===== config.mk =====
export PLATFORM = sky130hd
export DESIGN_NAME = ps2_key_decoder
export DESIGN_NICKNAME = d
export VERILOG_FILES = /design/src/rtl/ps2_key_decoder.sv
export SDC_FILE = /design/constraint.sdc
export NUM_CORES = 1
export LEC_CHECK = 0
export ABC_CLOCK_PERIOD_IN_PS = 4200
export BUFFER_PORTS_ARGS = -buffer_cell sky130_fd_sc_hd__buf_4
export CORE_MARGIN = 3
export CORE_UTILIZATION = 31
export DETAILED_ROUTE_END_ITERATION = 10
export REMOVE_ABC_BUFFERS = 1
export SETUP_SLACK_MARGIN = 0.05
export SYNTH_ARGS = -nofsm -noshare
export SYNTH_HDL_FRONTEND = slang
export SYNTH_SLANG_ARGS = --single-unit

===== constraint.sdc =====
create_clock -name clk -period 4.2 [get_ports clk]
set_clock_uncertainty 0.2 [all_clocks]
set_input_delay 0.21 -clock clk [delete_from_list [all_inputs] [get_ports clk]]
set_output_delay 0.21 -clock clk [all_outputs]
set_load 0.1 [all_outputs]

===== src/rtl/ps2_key_decoder.sv =====
`default_nettype none
// ============================================================================
//  Module   : ps2_key_decoder
//  Purpose  : PS/2 keyboard receiver and scan-code decoder. Deserialises
//             device-driven PS/2 frames, tracks make / break (F0) / extended
//             (E0) sequences and presents the ASCII code of the held key.
//  Revision : 1.0  initial release
// ----------------------------------------------------------------------------
//  Ports
//    clk         in   1  system clock (50 MHz)
//    reset       in   1  asynchronous, active-high reset
//    ps2_clk     in   1  raw PS/2 clock pin (asynchronous, input only)
//    ps2_data    in   1  raw PS/2 data pin (asynchronous, input only)
//    ascii       out  8  ASCII code of the held key, 8'h00 when none
//    scan_code   out  8  last valid received byte
//    data_ready  out  1  one-cycle pulse per valid received byte
//    frame_err   out  1  one-cycle pulse per rejected frame
// ============================================================================
module ps2_key_decoder #(
   parameter int TIMEOUT_CYCLES = 50000
) (
   input  logic       clk,
   input  logic       reset,
   input  logic       ps2_clk,
   input  logic       ps2_data,
   output logic [7:0] ascii,
   output logic [7:0] scan_code,
   output logic       data_ready,
   output logic       frame_err
);

   localparam int TO_W = $clog2(TIMEOUT_CYCLES + 1);
   localparam logic [TO_W-1:0] C_IDLE_LAST = TO_W'(TIMEOUT_CYCLES - 1);
   localparam logic [3:0]      C_STOP_IDX  = 4'd10;

   // ------------------------------------------------------------------
   // Synchronisers. Reset to 1 (idle bus level) so leaving reset never
   // fabricates a falling edge.
   // ------------------------------------------------------------------
   logic r_clk_meta, r_clk_sync, r_clk_prev;
   logic r_data_meta, r_data_sync;

   // ------------------------------------------------------------------
   // Receiver state
   // ------------------------------------------------------------------
   logic [9:0]      r_shift;      // start, data[7:0], parity (oldest in bit 0)
   logic [3:0]      r_bit_cnt;
   logic [TO_W-1:0] r_idle_cnt;
   logic            r_pending;    // frame finished, result goes out next cycle
   logic            r_pend_ok;
   logic [7:0]      r_pend_byte;

   logic       w_fall;
   logic       w_expired;
   logic [3:0] w_base_cnt;

   assign w_fall     = r_clk_prev & ~r_clk_sync;
   assign w_expired  = (r_bit_cnt != 4'd0) && (r_idle_cnt == C_IDLE_LAST);
   // An edge arriving in the cycle the timeout expires starts a new frame.
   assign w_base_cnt = w_expired ? 4'd0 : r_bit_cnt;

   always_ff @(posedge clk or posedge reset) begin
      if (reset) begin
         r_clk_meta  <= 1'b1;
         r_clk_sync  <= 1'b1;
         r_clk_prev  <= 1'b1;
         r_data_meta <= 1'b1;
         r_data_sync <= 1'b1;
         r_shift     <= '0;
         r_bit_cnt   <= '0;
         r_idle_cnt  <= '0;
         r_pending   <= 1'b0;
         r_pend_ok   <= 1'b0;
         r_pend_byte <= '0;
      end else begin
         r_clk_meta  <= ps2_clk;
         r_clk_sync  <= r_clk_meta;
         r_clk_prev  <= r_clk_sync;
         r_data_meta <= ps2_data;
         r_data_sync <= r_data_meta;
         r_pending   <= 1'b0;

         if (w_fall) begin
            r_idle_cnt <= '0;
            if (w_base_cnt == C_STOP_IDX) begin
               // Stop bit: start must be 0, data+parity odd, stop must be 1.
               r_bit_cnt   <= '0;
               r_pending   <= 1'b1;
               r_pend_ok   <= ~r_shift[0] & (^r_shift[9:1]) & r_data_sync;
               r_pend_byte <= r_shift[8:1];
            end else begin
               r_shift   <= {r_data_sync, r_shift[9:1]};
               r_bit_cnt <= w_base_cnt + 4'd1;
            end
         end else if (w_expired) begin
            r_bit_cnt  <= '0;
            r_idle_cnt <= '0;
         end else if (r_bit_cnt != 4'd0) begin
            r_idle_cnt <= r_idle_cnt + 1'b1;
         end else begin
            r_idle_cnt <= '0;
         end
      end
   end

   // ------------------------------------------------------------------
   // Scan-code to uppercase ASCII
   // ------------------------------------------------------------------
   function automatic logic [7:0] map_code(input logic [7:0] code);
      logic [7:0] res;
      res = 8'h00;
      case (code)
         8'h1C: res = 8'h41;  8'h32: res = 8'h42;  8'h21: res = 8'h43;
         8'h23: res = 8'h44;  8'h24: res = 8'h45;  8'h2B: res = 8'h46;
         8'h34: res = 8'h47;  8'h33: res = 8'h48;  8'h43: res = 8'h49;
         8'h3B: res = 8'h4A;  8'h42: res = 8'h4B;  8'h4B: res = 8'h4C;
         8'h3A: res = 8'h4D;  8'h31: res = 8'h4E;  8'h44: res = 8'h4F;
         8'h4D: res = 8'h50;  8'h15: res = 8'h51;  8'h2D: res = 8'h52;
         8'h1B: res = 8'h53;  8'h2C: res = 8'h54;  8'h3C: res = 8'h55;
         8'h2A: res = 8'h56;  8'h1D: res = 8'h57;  8'h22: res = 8'h58;
         8'h35: res = 8'h59;  8'h1A: res = 8'h5A;
         8'h45: res = 8'h30;  8'h16: res = 8'h31;  8'h1E: res = 8'h32;
         8'h26: res = 8'h33;  8'h25: res = 8'h34;  8'h2E: res = 8'h35;
         8'h36: res = 8'h36;  8'h3D: res = 8'h37;  8'h3E: res = 8'h38;
         8'h46: res = 8'h39;
         8'h5A: res = 8'h0D;  8'h29: res = 8'h20;
         default: res = 8'h00;
      endcase
      return res;
   endfunction

   // ------------------------------------------------------------------
   // Make / break / extended sequence decoder with registered outputs
   // ------------------------------------------------------------------
   typedef enum logic [1:0] {
      ST_IDLE      = 2'd0,
      ST_BREAK     = 2'd1,
      ST_EXT       = 2'd2,
      ST_EXT_BREAK = 2'd3
   } dec_state_t;

   dec_state_t r_state;

   always_ff @(posedge clk or posedge reset) begin
      if (reset) begin
         r_state    <= ST_IDLE;
         ascii      <= 8'h00;
         scan_code  <= 8'h00;
         data_ready <= 1'b0;
         frame_err  <= 1'b0;
      end else begin
         data_ready <= 1'b0;
         frame_err  <= 1'b0;
         if (r_pending) begin
            if (!r_pend_ok) begin
               frame_err <= 1'b1;
            end else begin
               data_ready <= 1'b1;
               scan_code  <= r_pend_byte;
               case (r_state)
                  ST_IDLE: begin
                     if (r_pend_byte == 8'hF0)      r_state <= ST_BREAK;
                     else if (r_pend_byte == 8'hE0) r_state <= ST_EXT;
                     else                           ascii   <= map_code(r_pend_byte);
                  end
                  ST_BREAK: begin
                     // Only releasing the key currently shown clears it.
                     if (map_code(r_pend_byte) == ascii) ascii <= 8'h00;
                     r_state <= ST_IDLE;
                  end
                  ST_EXT: begin
                     if (r_pend_byte == 8'hF0) r_state <= ST_EXT_BREAK;
                     else                      r_state <= ST_IDLE;
                  end
                  ST_EXT_BREAK: r_state <= ST_IDLE;
                  default:      r_state <= ST_IDLE;
               endcase
            end
         end
      end
   end

endmodule
`default_nettype wire


# After elaboration in Yosys (flattened, before gate mapping)
# Memories as Yosys holds them, arrays and structs flattened.
# Index checks and enable logic that the tools add are counted.
# W data, S select, Z words.
# totals
elab_cells	74
in_bits	4
register_bits	65
out_inout_bits	18
romBits	1792
mem_count	2
# memory_table
memory	words	word_bits	read_ports	rd_clocked_by_memory_dff	write_ports	line	source
(no name shown)	128	7	1	0	0	112	case (code)
(no name shown)	128	7	1	0	0	112	
# op_classes
eq_ne	12
bitwise_logic	6
n_reduce_logical	11
add_sub_neg	2
muxes	25
# op_table
op	n
$mux W8	8
$mux W16	3
$add A16 B1 Y16 const B	1
$eq A16 B16 Y1 const B	1
$eq A8 B8 Y1 const B	2
$pmux W8 S2	1
$mux W4	3
$reduce_xor A9 Y1	1
$eq A8 B8 Y1	1
$mux W1	6
$mux W2	3
$ne A2 B2 Y1 const B	3
$pmux W2 S3	1
$reduce_and A2 Y1	3
$reduce_and A6 Y1	1
$add A4 B1 Y4 const B	1
$eq A2 B2 Y1 const B	2
$eq A4 B4 Y1 const B	1
$reduce_bool A4 Y1	1
$and A1 B1 Y1	3
$ne A3 B3 Y1 const B	1
$not A1 Y1	3
$reduce_and A3 Y1	1
$eq A2 B1 Y1 const B	1
other kinds (4)	4

# Logic depth before layout (Yosys ltp)
# Gate-level depths: netlist of the first run.
# An unclocked memory read counts as a cell.
# depth
ltp_word	8
ltp_mapped	10
ltp_nobuf	9

# Worst setup path before layout of the first run
# Ideal clock, no wire load.
# synth_timing
kind	register to register
startpoint	register r_pend_byte[1]
endpoint	register ascii[5]
synth_period_minus_slack_ns	3.086
arrival_ns	2.741
path_slack_ns	1.114
t_required_ns	3.855
path_stages_with_launch	11
setup_time_ns	0.145
path_buffers	1
cell_sequence	dfrtp_1 -> buf_2 -> inv_1 -> ha_1 -> nor2b_1 -> o21ai_0 -> a2111oi_0 -> or4_1 -> a221o_1 -> nor4_4 -> o32ai_1
# synth_between
elab_chain_len	8
word_cells_on_any_way	17
cone_classes	eq/ne: 6; mux: 8; reduce/logical: 1; memory: 2
# synth_lines
item	line	source
from (decl)	51	logic [7:0] r_pend_byte;
from (signal assigned)	90	r_pend_byte <= r_shift[8:1];
$mem_v2 Z128 W7	-	
$mux W8	112	
$mux W8	160	case (r_state)
$mux W8	155	if (!r_pend_ok) begin
$mux W8	154	if (r_pending) begin
$eq A8 B8 Y1	168	if (map_code(r_pend_byte) == ascii) ascii <= 8'h00;
$ne A2 B2 Y1 (no source line)	-	
$reduce_and A6 Y1 (no source line)	-	
to (signal assigned)	164	else ascii <= map_code(r_pend_byte);
to (decl)	26	output logic [7:0] ascii,
# Parallel ways exist; a longest one is shown, timed or not. The select of a mux whose other input is x is not followed.
# A chain may end at the register's enable or synchronous reset.

# Worst setup path after layout of the first run
# Ends and elaborated chain as after synthesis.

==> results of run 1 <==
registers in the layout, indices dropped and copies added, names as in the netlist:
signal and cells:
r_clk_meta 1, r_data_meta 1, frame_err 1, data_ready 1, r_pend_ok 1, r_pend_byte 8, r_pending 1, r_idle_cnt 16
r_clk_sync 1, r_data_sync 1, ascii 7, r_bit_cnt 4, r_state 2, r_shift 10, scan_code 8, r_clk_prev 1
kinds of logic (layout without fill, tap and decap cells):
group                      Yosys count  after routing
AOI/OAI and AO/OA                   72             72
xor gates and xnor gates            24             24
adders and majority gates            8              8
buffers and inverters               37             59
DFF                                 64             64
muxes                               34             34
other                                1              1
and+or+nand+nor                    150            150
power groups by stage:
stage	Combinational, mW	Clock, mW	Sequential, mW
6_report	1.16	0.700	0.977
3_5_place_dp	1.15	0	0.985
4_1_cts	1.16	0.717	0.974
2_1_floorplan	0.813	0	1.02
3_3_place_gp	1.14	0	0.975
5_1_grt	1.27	0.747	1.01
final cells by class:
class	instances	area, sq um
sequential	64	1608
fill	1153	7317
multi-input combinational	289	2001
clock inverter	6	45.04
tap	143	178.9
timing repair buffer	28	217.7
clock buffer	10	239.0
inverter	15	56.30
through the flow:
| step | power (mW) | worst slack (ps) | instance area [sq um] |
|---|---|---|---|
| floorplan | 1.832 | 1049 | 3665 |
| global placement | 2.112 | 712.1 | 4031 |
| detailed placement | 2.130 | 650.4 | 4031 |
| CTS | 2.848 | 651.3 | 4345 |
| global route | 3.023 | 228.0 | 4345 |
| finish | 2.835 | 658.7 | 4345 |
synth_stat cells, types with 5 or more instances:
cell      number
o22ai_1        9
xnor2_1       15
nand2_1       38
dfstp_2        5
ha_1           8
dfrtp_1       59
xor2_1         9
nor2_1        33
nor3_1         9
o31ai_1        5
and3_1         5
a21oi_1        5
nand3_1       15
inv_1         15
mux2_2        25
buf_2          7
a31oi_1        5
a311oi_1       5
nor2b_1       11
mux2i_1        9
nand2b_1       9
o21ai_0       12
clkbuf_1      12
worst min-delay path by stage:
stage            endpoint  startpoint  depth (start not counted)  slack [ps]
2_1_floorplan  r_clk_meta     ps2_clk                          0          10
3_3_place_gp   r_clk_meta     ps2_clk                          1         120
3_5_place_dp   r_clk_meta     ps2_clk                          1         120
4_1_cts        r_clk_sync  r_clk_meta                          0         160
5_1_grt        r_clk_sync  r_clk_meta                          0         160
6_report       r_clk_sync  r_clk_meta                          0         150
metal layers:
layer / global-route usage / wire length, um
met3: 0.03420 / 339
met5: 0 / 0
met1: 0.1750 / 3951
met4: 0.03944 / 165
met2: 0.2193 / 4076
==> metrics, run 1 <==
status=complete, no violations; startpoint types=register; peak per-stage delay on the critical path=590 ps; TritonRoute pass-1 iters=4; worst-path fanout max=14; GRT overflow=0; cells along the critical path=inv_1 -> ha_1 -> nor2b_1 -> o21ai_0 -> a2111oi_0 -> or4_1 -> a221o_1 -> nor4_4 -> o32ai_1; Worst Max-Slew Pin Slew=996.0 ps; WP depth=9; fin. max-slew vios=0; FF-to-FF Start=r_pend_byte[1]; Final min period=3541 ps; number of flops mapped to enable cells by yosys=0; Synth area leaders=dfrtp_1 39%, mux2_2 7.5%, nand2_1 3.8%; WL per Instance=15.37 um; LEAKAGE=1.851 nW; Ant. Diodes=0; final wirelength=8.533 mm; DP HPWL=5.923 mm; Clock Sinks=64; Main synth FF type=dfrtp_1; main combinational cell family by area after synthesis=simple AND/OR/NAND/NOR gates; CTS tree=yes; Antenna Nets Post-Route=0; critical path data arrival time=3520 ps; Warnings, synthesis=0; post-CTS sizing=0; CTS Root Cell=clkbuf_16; DRC violations left=0; Crit-path slowest cell=dfrtp_1; synthesized area per cell=9.670 sq um; most frequent cells in the layout=59 x dfrtp_1, 38 x nand2_1, 33 x nor2_1; period utilization=0.8432; Port Buffers=20; Compound-Gate Fraction of Synth Area=0.1410; CP endpoint kind=register; reg-to-reg setup timing slack=660 ps; Nets=419; # Max-Cap Violations=0; first-pass GRT wire length=14.64 mm; Final Setup Violations=0; adder-cell area share of the yosys netlist=0.02654; area grow syn2layout=15.23%; Vias/cell=5.332; DR iter-0 viols=260; final std cells w/o fill=555; layout cell share with drive strength beyond 1=0.1869; CTS max path bufs=2; post-CTS setup buffers=0; Comb power frac=0.409; Async SR Flop Fraction=1.000; Worst VDD drop=0.0002650 V; Crit path max-delay family=compound AO/OA/AOI/OAI gates; hold slack=154.7 ps; largest net degree at the start of global routing=48; Hold-fix buffers, CTS=3; Worst R2R Path Depth=9; Initial Util=0.3234; Setup CP Type=register to register; RSZ-0062 raised after global routing=false; vias in the first global route=2955; later-pin clock latency in the skew report=330 ps; worst rel slew slack=0.3351; Sw Ratio=0.4085; die width=116.3 um; net switching power=1.158 mW; commonest non-fill, non-tap cell in the layout=dfrtp_1; critical path launch point=r_pend_byte[1]; Hold Path Class=register to register; Final Hold Vio Count=0; multiplexer share of the synthesized area=0.09854; RR Endpoint=ascii[5]; buffers plus inverters on the worst setup path=1; post-synth cell types=62; Fmax achieved=282.4 MHz; Critical Path End=ascii[5]; Seq/Total Area, Yosys=0.4263; GRT Overall Usage=0.1339; Power Dens Cells=652.4 mW/mm^2; Yosys reg bits=64; fin util=0.3726; core area=0.01166 sq mm; top cell type's share of synthesized area=0.3915; H-tree depth=3; Flop pwr share=0.345; power share of the clock group=0.247; FP Rows=39; number of buffers created by CTS=9; critical path required time=4180 ps; full die area=0.01352 sq mm; XOR/XNOR Fraction of Synth Area=0.05574; routability congestion estimate=0.9445; post-synthesis simple-gate area fraction=0.2077; initial antenna violation count=0; Clock transition at path regs=60 ps; largest area contributor in the netlist=dfrtp_1; synthesized area=0.003771 sq mm; Vias=2959; Boundary Pins=22; die extent in y=116.3 um; Int Pwr=1.677 mW; Post-Synthesis Cells=390; Placed Cells incl. Taps=536; setup_tns=0 ps
(Power assumes the default switching activity.)
==> run 2, diff against run 1 <==
--- a/config.mk
+++ b/config.mk
@@ -5,7 +5,8 @@
 export SDC_FILE = /design/constraint.sdc
 export NUM_CORES = 1
 export LEC_CHECK = 0
-export ABC_CLOCK_PERIOD_IN_PS = 4200
+export ABC_AREA = 1
+export ABC_CLOCK_PERIOD_IN_PS = 3600
 export BUFFER_PORTS_ARGS = -buffer_cell sky130_fd_sc_hd__buf_4
 export CORE_MARGIN = 3
 export CORE_UTILIZATION = 31
==> constraint.sdc (replaced) <==
create_clock -name clk -period 3.6 [get_ports clk]
set_clock_uncertainty 0.2 [all_clocks]
set_input_delay 0.18 -clock clk [delete_from_list [all_inputs] [get_ports clk]]
set_output_delay 0.18 -clock clk [all_outputs]
set_load 0.1 [all_outputs]
==> run 2 against run 1 <==
Routed wire length decreased by 7.8%. Sequential power decreased by 0.5%. Critical path depth increased by 6. Fmax increased by 27%. Core utilization decreased by 0.13 points.
==> metrics, run 2 <==
status=complete, no violations; GRT Overall Usage=0.1309; critical path launch point=r_pend_byte[1]; CP endpoint kind=register; Warnings, synthesis=0; Clock Sinks=64; die width=115.2 um; synthesized area=0.003699 sq mm; DR iter-0 viols=172; Layout fillers=1191; routability congestion estimate=0.8933; fin. max-slew vios=0; FF-to-FF Start=r_pend_byte[1]; fin util=0.3713; cells along the critical path=inv_1 -> ha_1 -> nand2_1 -> nor2_1 -> nand3_1 -> a21oi_1 -> nand3_1 -> nand2_1 -> nand2_1 -> nor2_1 -> nand3_2 -> nand2_4 -> nand2_4 -> nand2_1 -> nand2_1; Worst VDD drop=0.0003974 V; area grow syn2layout=15.60%; Vias/cell=4.791; worst rel slew slack=0.4677; TritonRoute pass-1 iters=4; later-pin clock latency in the skew report=330 ps; Final Setup Violations=0; register area=0.001608 sq mm; full die area=0.01328 sq mm; Synth area leaders=dfrtp_1 40%, nand2_1 15%, nand3_1 7.7%; Top reg by flops=r_idle_cnt; most common cell in the netlist=nand2_1; DRC violations left=0; H-tree depth=3; top cell type's share of synthesized area=0.3992; Seq/Total Area, Yosys=0.4347; Setup CP Type=register to register; hold_sp=r_data_meta; most frequent cells in the layout=144 x nand2_1, 59 x dfrtp_1, 57 x nand3_1; vias in the first global route=3069; Crit path max-delay family=simple AND/OR/NAND/NOR gates; Port Buffers=20; CTS max path bufs=2; CTS tree=yes; Ant. Diodes=0; LEAKAGE=2.072 nW; Int Pwr=1.693 mW; Crit-path slowest cell=dfrtp_1; CP most frequent cell=nand2_1; largest net degree at the start of global routing=65; Nets=518; top flop regs=r_idle_cnt: 16 flops, r_shift: 10 flops; commonest non-fill, non-tap cell in the layout=nand2_1; synthesized area per cell=7.657 sq um; CTS Root Cell=clkbuf_16; initial antenna violation count=0; Async SR Flop Fraction=1.000; DP HPWL=5.669 mm; FP Rows=39; Final min period=2784 ps; post-CTS sizing=0; area of the multi-input gates=0.001808 sq mm; Main synth FF type=dfrtp_1; Boundary Pins=22; Hold-fix buffers, CTS=3; number of buffers created by CTS=9; Vias=3133; RSZ-0062 raised after global routing=false; buffers plus inverters on the worst setup path=1; max reg flops=16; power share of the clock group=0.327; first-pass GRT wire length=14.03 mm; Power Dens Cells=630.3 mW/mm^2; Flop pwr share=0.361; final wirelength=7.869 mm; post-synth cell types=45; Initial Util=0.3212; layout cell share with drive strength beyond 1=0.1389; critical path data arrival time=2800 ps; Clock transition at path regs=50 ps; startpoint types=register; Sw Ratio=0.3716; Fmax achieved=359.2 MHz; core area=0.01152 sq mm; commonest cells in the netlist=144 x nand2_1, 59 x dfrtp_1, 57 x nand3_1, 45 x nor2_1, 40 x inv_1; Antenna Nets Post-Route=0; Worst Max-Slew Pin Slew=798.4 ps; peak per-stage delay on the critical path=470 ps; worst-path fanout max=8; # Max-Cap Violations=0; Final Hold Vio Count=0; WL per Instance=12.03 um; post-CTS setup buffers=0; Hold Path Class=register to register; Post-Synthesis Cells=483; critical path required time=3620 ps; net switching power=1.001 mW; largest area contributor in the netlist=dfrtp_1; period utilization=0.7733; Yosys reg bits=64; Comb power frac=0.313; GRT overflow=0; number of flops mapped to enable cells by yosys=0; die extent in y=115.2 um; setup_tns=0 ps
-- run 2: cell types whose count changed in the layout (fill, tap and decap cells not counted), sizes merged, moves of 7 or more --
cell | before | now
xnor2 | 15 | 8
nor2 | 33 | 48
mux2i | 9 | 0
nand3 | 15 | 60
nor2b | 11 | 0
nand2b | 9 | 0
o22ai | 9 | 0
a21oi | 5 | 23
o21ai | 14 | 29
inv | 15 | 47
nand2 | 38 | 151
mux2 | 25 | 0
-- run 2: power groups by stage --
stage | clock network [mW] | logic, mW | registers, mW
after floorplan | 0 | 0.684 | 0.953
after global placement | 0 | 0.849 | 0.978
after detailed placement | 0 | 0.844 | 0.983
after CTS | 0.908 | 0.851 | 0.971
after global routing | 0.939 | 0.986 | 0.996
final | 0.880 | 0.842 | 0.972
-- run 2: area by class of cell --
cell class	instances	area share
Sequential cell	64	0.3761
Inverter	47	0.04185
Clock buffer	10	0.05590
Multi-Input combinational cell	359	0.4229
Tap cell	143	0.04185
Timing Repair Buffer	25	0.04565
Clock inverter	6	0.01580
-- run 2: final timing paths --
| kind | to | slack (ps) | cells past startpoint |
|---|---|---|---|
| max in group asynchronous | scan_code[7] | 2230 | 4 |
| worst min register to register | r_data_sync | 160 | 0 |
| worst max-delay path | ascii[6] | 820 | 15 |
| worst max register to register | ascii[6] | 820 | 15 |
| min in group asynchronous | scan_code[2] | 430 | 4 |
| worst min-delay path | r_data_sync | 160 | 0 |
-- run 2: stage by stage --
stage               hold slack [ps]  cells  total power [mW]  cell area (sq um)  setup WS, ps
floorplan                    -15.52    470             1.637               3595          1159
global placement              89.48    635             1.827               3939         944.6
detailed placement            89.30    635             1.828               3939         859.4
CTS                           157.4    654             2.730               4275         843.4
global route                  162.4    654             2.922               4275         542.6
finish                        156.2    654             2.695               4275         816.0
-- run 2: kinds of logic after synthesis --
group | count (synthesis) | share of synthesized area
compound gates | 61 | 0.09540
xor+xnor | 12 | 0.02842
fa+ha+maj | 8 | 0.02706
buf+inv | 60 | 0.07645
flops | 64 | 0.4347
other cells | 1 | 0.001014
simple gates | 277 | 0.3369
-- run 2: metal layers --
| layer | global-route usage | wire length, um | up-vias | share of wire |
|---|---|---|---|---|
| li1 | - | - | 1615 | - |
| met1 | 0.1647 | 3610 | 1451 | 0.46 |
| met2 | 0.2168 | 3798 | 55 | 0.48 |
| met3 | 0.03105 | 307 | 12 | 0.039 |
| met4 | 0.05243 | 153 | 0 | 0.019 |
| met5 | 0 | 0 | - | 0 |
